`src/rtl/bcd_digit_pkg.sv`:
```
// Shared widths, direction codes and the load clamp helper for the BCD
// digit counter.
package bcd_digit_pkg;
   localparam int DIGIT_W = 4;
   localparam int PC_W    = 16;
   localparam int DC_W    = 8;

   localparam logic DIR_UP   = 1'b1;
   localparam logic DIR_DOWN = 1'b0;

   // A loaded value above the top digit saturates to the top digit, so the
   // digit output can never leave the 0..MAX range.
   function automatic logic [DIGIT_W-1:0] clamp_digit(input logic [DIGIT_W-1:0] v,
                                                      input logic [DIGIT_W-1:0] max_v);
      return (v > max_v) ? max_v : v;
   endfunction
endpackage

```
`src/rtl/bcd_digit_counter_btn_debounce.sv`:
```
// Push-button conditioner: two-flop synchroniser followed by a debounce
// counter. Produces the accepted button level and a single-cycle pulse on
// every accepted rising transition.
//   clk        : system clock
//   rst_n      : synchronous active-low reset
//   btn_raw    : raw asynchronous button input
//   level      : debounced button level (registered)
//   rise_pulse : high in the cycle a 0->1 change is accepted (combinational)
module btn_debounce
   import bcd_digit_pkg::*;
#(
   parameter int DEBOUNCE = 4
) (
   input  logic clk,
   input  logic rst_n,
   input  logic btn_raw,
   output logic level,
   output logic rise_pulse
);
   localparam logic [DC_W-1:0] DC_LAST = DC_W'(DEBOUNCE - 1);

   logic            s1, s2;
   logic [DC_W-1:0] dc;
   logic            accept;

   // The counter only runs while the synchronised input disagrees with the
   // accepted level; any agreement restarts the count.
   assign accept     = (s2 != level) && (dc == DC_LAST);
   assign rise_pulse = accept && s2;

   always_ff @(posedge clk) begin
      if (!rst_n) begin
         s1    <= 1'b0;
         s2    <= 1'b0;
         level <= 1'b0;
         dc    <= '0;
      end else begin
         s1 <= btn_raw;
         s2 <= s1;
         if (s2 == level) begin
            dc <= '0;
         end else if (accept) begin
            level <= s2;
            dc    <= '0;
         end else begin
            dc <= dc + 1'b1;
         end
      end
   end
endmodule

```
`src/rtl/bcd_digit_counter.sv`:
```
// Single BCD digit sequencer feeding a 7-segment decoder. Advances on a
// prescaler tick or a debounced button step, counts up or down, supports a
// clamped synchronous load, flags wraps for cascading and blinks the decimal
// point on every tick.
//   clk, rst_n : clock, synchronous active-low reset
//   run        : prescaler enable
//   dir        : 1 = up, 0 = down
//   step_btn   : raw manual step button
//   load       : load strobe, load_val the value to load
//   digit      : current digit (registered)
//   wrap       : one-cycle pulse after a wrapping advance
//   dp         : decimal point, toggles per tick
module bcd_digit_counter
   import bcd_digit_pkg::*;
#(
   parameter int DIV       = 1000,
   parameter int DEBOUNCE  = 4,
   parameter int MAX_DIGIT = 9
) (
   input  logic               clk,
   input  logic               rst_n,
   input  logic               run,
   input  logic               dir,
   input  logic               step_btn,
   input  logic               load,
   input  logic [DIGIT_W-1:0] load_val,
   output logic [DIGIT_W-1:0] digit,
   output logic               wrap,
   output logic               dp
);
   localparam logic [PC_W-1:0]    PC_LAST = PC_W'(DIV - 1);
   localparam logic [DIGIT_W-1:0] MAX_D   = DIGIT_W'(MAX_DIGIT);

   logic [PC_W-1:0] pc;
   logic            tick, step, adv;
   logic            unused_btn_level;

   btn_debounce #(.DEBOUNCE(DEBOUNCE)) u_btn (
      .clk        (clk),
      .rst_n      (rst_n),
      .btn_raw    (step_btn),
      .level      (unused_btn_level),
      .rise_pulse (step)
   );

   assign tick = run && (pc == PC_LAST);
   // A tick and a step landing together still count as a single advance.
   assign adv  = tick || step;

   always_ff @(posedge clk) begin
      if (!rst_n) begin
         pc    <= '0;
         digit <= '0;
         wrap  <= 1'b0;
         dp    <= 1'b0;
      end else begin
         // dp follows the tick even when a load swallows the advance.
         if (tick)
            dp <= ~dp;

         if (load)
            pc <= '0;
         else if (run)
            pc <= tick ? '0 : pc + 1'b1;

         if (load) begin
            digit <= clamp_digit(load_val, MAX_D);
            wrap  <= 1'b0;
         end else if (adv && (dir == DIR_UP)) begin
            digit <= (digit == MAX_D) ? '0 : digit + 1'b1;
            wrap  <= (digit == MAX_D);
         end else if (adv) begin
            digit <= (digit == '0) ? MAX_D : digit - 1'b1;
            wrap  <= (digit == '0);
         end else begin
            wrap <= 1'b0;
         end
      end
   end
endmodule

```
`config.mk`:
```
export PLATFORM = sky130hd
export DESIGN_NAME = bcd_digit_counter
export DESIGN_NICKNAME = d
export VERILOG_FILES = /design/src/rtl/bcd_digit_pkg.sv /design/src/rtl/bcd_digit_counter_btn_debounce.sv /design/src/rtl/bcd_digit_counter.sv
export SDC_FILE = /design/constraint.sdc
export NUM_CORES = 1
export LEC_CHECK = 0
export CAP_MARGIN = 30
export CORE_ASPECT_RATIO = 2
export CORE_MARGIN = 5
export CORE_UTILIZATION = 50
export DETAILED_ROUTE_END_ITERATION = 16
export PLACE_DENSITY = 0.71
export SYNTH_ARGS = -nofsm -noshare
export SYNTH_HDL_FRONTEND = slang
export SYNTH_SLANG_ARGS = --single-unit
```
`constraint.sdc`:
```
create_clock -name clk -period 1.7 [get_ports clk]
set_input_delay 0.17 -clock clk [delete_from_list [all_inputs] [get_ports clk]]
set_output_delay 0.17 -clock clk [all_outputs]
set_load 0.01 [all_outputs]
```
==> flow_metrics.tcl, run 1 <==
set metrics [dict create \
    die_w_um 51.0 \
    drv_cap 0 \
    num_io_pins 16 \
    globalRoute.totalOverflow 0 \
    clock_latency_ps 290 \
    yosys_warnings 0 \
    routedWlPerCell_um 15.2 \
    drive_above_1_share_pct 21.8 \
    nets 249 \
    critPathKind "flop to flop" \
    post-route-period-util_pct 96.1 \
    dp_slack_ps -212 \
    dr.pass1.iters 4 \
    wl_mm 4.08 \
    dr_wl_met2_mm 2.29 \
    die_h_um 92.0 \
    syn-mean-instance-area_um2 8.48 \
    via_count 1604 \
    hold_viol 0 \
    p_leak_nw 0.856 \
    async_flop_share_pct 0 \
    cts_tree "done" \
    top_layer "met4" \
    hold_path_class "primary input to flop" \
    multi_input_area_mm2 0.00103 \
    initial_core_util_pct 52.6 \
    port_buffers 15 \
    grt_pass1_wl_mm 6.93 \
    relSlewSlack_pct 74.0 \
    synth_edf_count 0 \
    antennaDiodeCount 0 \
    ys.flop_type "dfxtp_1" \
    worstPathArrival_ps 1850 \
    synth-seq-cells 33 \
    synth_nets 210 \
    dp.cells 259 \
    final_cell_mix "30 x dfxtp_1, 25 x buf_4, 23 x nor2_1" \
    cts.sinks 33 \
    fin_ws_ps 66.1 \
    fin_util_pct 70.3 \
    wl_met1_mm 1.47 \
    power_density_mw_per_mm2 762 \
    drv_slew 0 \
    max_freq_mhz 612 \
    fillers 261 \
    drc 0 \
    initialDrtViolationCount 18 \
    fin_worst_skew_ps 3.93 \
    worst-path-max-fanout 4 \
    instances_no_fill 269 \
    clk_path_buf_depth 2 \
    cts-root-buf "clkbuf_8" \
    period_minus_slack_ps 1630 \
    place.gp.congestion 0.877 \
    crit_required_ps 1920 \
    htreeDepth 2 \
    vias_per_cell 5.96 \
    drtAntennaViolNets 0 \
    worst_pin_slew_ps 389 \
    clkTransAtPathRegs_ps 70 \
    numCtsBuffers 5 \
    total_power_mw 1.71 \
    die_area_mm2 0.00469 \
    postCtsHoldBufs 0 \
    dpl.hpwl_mm 3.09 \
    setup_viol 0 \
    final_common_cell "dfxtp_1" \
    grt_pass1_vias 1641 \
    area_growth_pct 33.8 \
    row_count 29 \
    ys_seq_area_share_pct 39.3 \
    synthCells 198 \
    core_mm2 0.00319 \
    routed-wl-met3_um 139 \
    tns_ps 0 \
    ir_drop_v 0.000617 \
    grt.total_usage_pct 18.7 \
    cp-end-kind "flop" \
    startpoint_type "flop" \
    regArea_um2 664 \
    syn_area_mm2 0.00168 \
    status "complete, no violations" \
    grt_max_degree 14 \
    antenna_found_initial 0 \
    ys_types 41 \
]
-- synthesized netlist by cell type, drive strengths merged, types with 3 or more instances --
| cell | number | area share, % |
|---|---|---|
| dfxtp | 33 | 39 |
| nor2 | 23 | 5.1 |
| nand2 | 13 | 2.9 |
| xor2 | 13 | 6.8 |
| nand3 | 12 | 3.6 |
| a21oi | 8 | 2.4 |
| inv | 8 | 1.8 |
| nand4 | 7 | 3.4 |
| xnor2 | 7 | 3.7 |
| and3 | 6 | 2.2 |
| clkbuf | 6 | 1.3 |
| nor3 | 6 | 1.8 |
| o31ai | 6 | 2.7 |
| or4 | 6 | 2.7 |
| and2 | 5 | 1.9 |
| o21ai | 5 | 1.5 |
| a211oi | 3 | 1.3 |
| buf | 3 | 0.82 |
| nand2b | 3 | 1.1 |
| nor4b | 3 | 1.9 |
-- registers in the layout, summed over array words and instances (netlist names) --
register / flops
digit: 4
dp: 1
pc: 16
u_btn.dc: 8
u_btn.level: 1
u_btn.s1: 1
u_btn.s2: 1
wrap: 1
-- critical path, stage by stage (launching register included) --
cell and delay (ps):
dfxtp_1 420, nand3_1 150, or3_4 390, or4_1 420, a21oi_1 170
-- per-stage QoR --
stage / cell area, µm² / hold slack [ps]
CTS: 2150 / 449
global route: 2250 / 332
finish: 2250 / 291
detailed placement: 2020 / 431
global placement: 2020 / 419
floorplan: 1680 / 297
-- power breakdown --
group,internal [mW],switching (mW),total (mW)
clock network,0.476,0.299,0.775
registers,0.784,0.0184,0.802
logic,0.0722,0.0634,0.136
-- repair_timing --
action	CTS	global route
setup buffers	0	2
resized for setup	1	16
endpoints found under the setup margin	1	7
pin swaps	1	3
-- routing by layer --
metal	vias up	track usage (%)
met2	33	33.5
met3	16	4.38
met1	760	17.9
met5	-	0
met4	0	11.9
li1	795	-
-- path summary, 6_finish.rpt --
path	from	endpoint	slack, ps	depth (start not counted)
worst min register to register	u_btn.s1	u_btn.s2	440	1
worst min-delay path	run	pc[1]	290	3
worst max register to register	pc[12]	pc[14]	70	4
worst max-delay path	pc[12]	pc[14]	70	4
-- cells by family after synthesis --
kind of cell | count (synthesis) | share of synthesized area [%]
xor gates and xnor gates | 20 | 10.4
DFF | 33 | 39.3
adders and majority gates | 2 | 1.49
buffers and inverters | 17 | 3.95
AOI/OAI and AO/OA | 30 | 12.1
muxes | 1 | 0.596
and+or+nand+nor | 95 | 32.0
-- layout make-up --
type	instances	area share (%)
multi-input cells	148	46.0
flip-flops and latches	33	29.6
repair buffers	41	16.0
clock buffers	6	3.68
well taps	31	1.73
clock inverters	2	1.67
inverters	8	1.34
Note: power is estimated with default switching activity, not from simulation.
==> inputs of run 2 (changes only) <==
--- a/config.mk
+++ b/config.mk
@@ -6,7 +6,6 @@
 export NUM_CORES = 1
 export LEC_CHECK = 0
 export CAP_MARGIN = 30
-export CORE_ASPECT_RATIO = 2
 export CORE_MARGIN = 5
 export CORE_UTILIZATION = 50
 export DETAILED_ROUTE_END_ITERATION = 16
==> run 2 against run 1 <==
  * Global-route usage grew 0.23 points
  * Routed wire length shrank 7.0%
  * Sequential power is essentially flat
  * Hold slack gained 130 ps
  * Core utilization shrank 4.8 points
  * Critical path type unchanged
==> flow_metrics.tcl, run 2 (synthesized netlist as in run 1, its figures left out) <==
set metrics [dict create \
    fin_util_pct 65.5 \
    final_common_cell "buf_4" \
    power_density_mw_per_mm2 638 \
    rsz0062_at_grt "true" \
    cts_tree "done" \
    antennaDiodeCount 0 \
    cp-end-kind "flop" \
    p_leak_nw 0.819 \
    port_buffers 15 \
    nets 251 \
    drc 0 \
    clock_latency_ps 330 \
    grt_max_degree 13 \
    routedWlPerCell_um 13.3 \
    vias_per_cell 5.54 \
    fin_worst_skew_ps 4.80 \
    whs_ps 421 \
    ir_drop_v 0.000482 \
    num_io_pins 16 \
    row_count 21 \
    cp_top_family "simple AND/OR/NAND/NOR gates" \
    dp.cells 276 \
    crit_required_ps 1920 \
    cts.sinks 33 \
    initialDrtViolationCount 74 \
    drv_slew 0 \
    tns_ps 0 \
    final_cell_mix "28 x buf_4, 27 x dfxtp_1, 23 x nor2_1" \
    status "complete, no violations" \
    initial_core_util_pct 51.1 \
    grt.total_usage_pct 18.9 \
    slowest_stage "dfxtp_2" \
    largest_register "pc" \
    via_count 1579 \
    post-route-period-util_pct 96.2 \
    postCtsHoldBufs 0 \
    setup_viol 0 \
    largestRegisters "pc x16, u_btn.dc x8, digit x4" \
    area_growth_pct 28.2 \
    worstPathArrival_ps 1860 \
    grt_pass1_wl_mm 6.60 \
    startpoint_type "flop" \
    period_minus_slack_ps 1640 \
    clkTransAtPathRegs_ps 90 \
    dpl.hpwl_mm 2.91 \
    grt_pass1_vias 1554 \
    hold_path_class "primary input to flop" \
    globalRoute.totalOverflow 0 \
    clk_path_buf_depth 2 \
    antenna_found_initial 0 \
    core_mm2 0.00328 \
    cp_num_buf_inv 1 \
    design_area_mm2 0.00215 \
    max_freq_mhz 611 \
    instances_no_fill 285 \
    drive_above_1_share_pct 21.3 \
    dr.pass1.iters 4 \
    drv_cap 0 \
    die_h_um 68.0 \
    htreeDepth 2 \
    cts-root-buf "clkbuf_4" \
    wl_mm 3.79 \
    worst_pin_slew_ps 358 \
    numCtsBuffers 5 \
    max_stage_delay_ps 340 \
    drtAntennaViolNets 0 \
    placed_area_mm2 0.00205 \
    relSlewSlack_pct 75.9 \
    die_area_mm2 0.00462 \
    critPathKind "flop to flop" \
    cpMostUsedCell "a211oi_1" \
    place.gp.congestion 0.832 \
    worst-path-max-fanout 4 \
    hold_viol 0 \
    largest_reg_flops 16 \
    crit_chain "ha_2, nor4b_4, nand4b_1, buf_4, a211oi_1, a211oi_1" \
    die_w_um 68.0 \
]
## run 2: cell count changes in the layout (fill, tap and decap cells not counted), sizes merged
cell and delta:
dlymetal6s2s -1, clkdlybuf4s50 +1, clkinvlp -1, clkbuf +1
buf +2, bufinv -1
## run 2: repair_timing
action / CTS / global route
endpoints found under the setup margin: 4 / 22
endpoints found under the hold margin: 0 / 0
gates resized for setup: 1 / 11
setup buffers: 2 / 0
pin swaps: 1 / 1
## run 2: path summary, 6_finish.rpt
kind / start / endpoint / slack (ps) / cells past startpoint
max: u_btn.dc[0] / digit[0] / 60 / 6
min: step_btn / u_btn.s1 / 420 / 2
max reg2reg: u_btn.dc[0] / digit[0] / 60 / 6
min reg2reg: u_btn.s1 / u_btn.s2 / 450 / 1
## run 2: power by group
group | total [mW] | internal (mW) | switching, mW
sequential | 0.804 | 0.784 | 0.0196
clock | 0.443 | 0.195 | 0.248
combinational | 0.127 | 0.0699 | 0.0572
## run 2: per-layer routing
metal / wire, µm / track usage [%] / vias up
met3: 174 / 4.60 / 7
met4: 57 / 7.69 / 0
met5: 0 / 0 / -
met2: 1870 / 32.9 / 39
li1: - / - / 790
met1: 1690 / 22.1 / 743
## run 2: final cells by class
type | count | area, µm²
fillers | 290 | 1130
clock buffers | 7 | 55.1
repair buffers | 43 | 360
flip-flops and latches | 33 | 668
multi-input cells | 148 | 981
inverters | 8 | 30.0
well taps | 46 | 57.6
## run 2: worst reg2reg max path, cell delays in order, from the launching register on
cell and delay [ps]:
dfxtp_2 340, ha_2 170, nor4b_4 240, nand4b_1 250, buf_4 230, a211oi_1 230, a211oi_1 60
## run 2: metrics by stage
step / power [mW] / setup slack, ps
floorplan: 0.887 / 12.3
global placement: 0.942 / -20.4
detailed placement: 0.947 / -87.4
CTS: 1.38 / 6.84
global route: 1.44 / -48.2
finish: 1.37 / 64.3
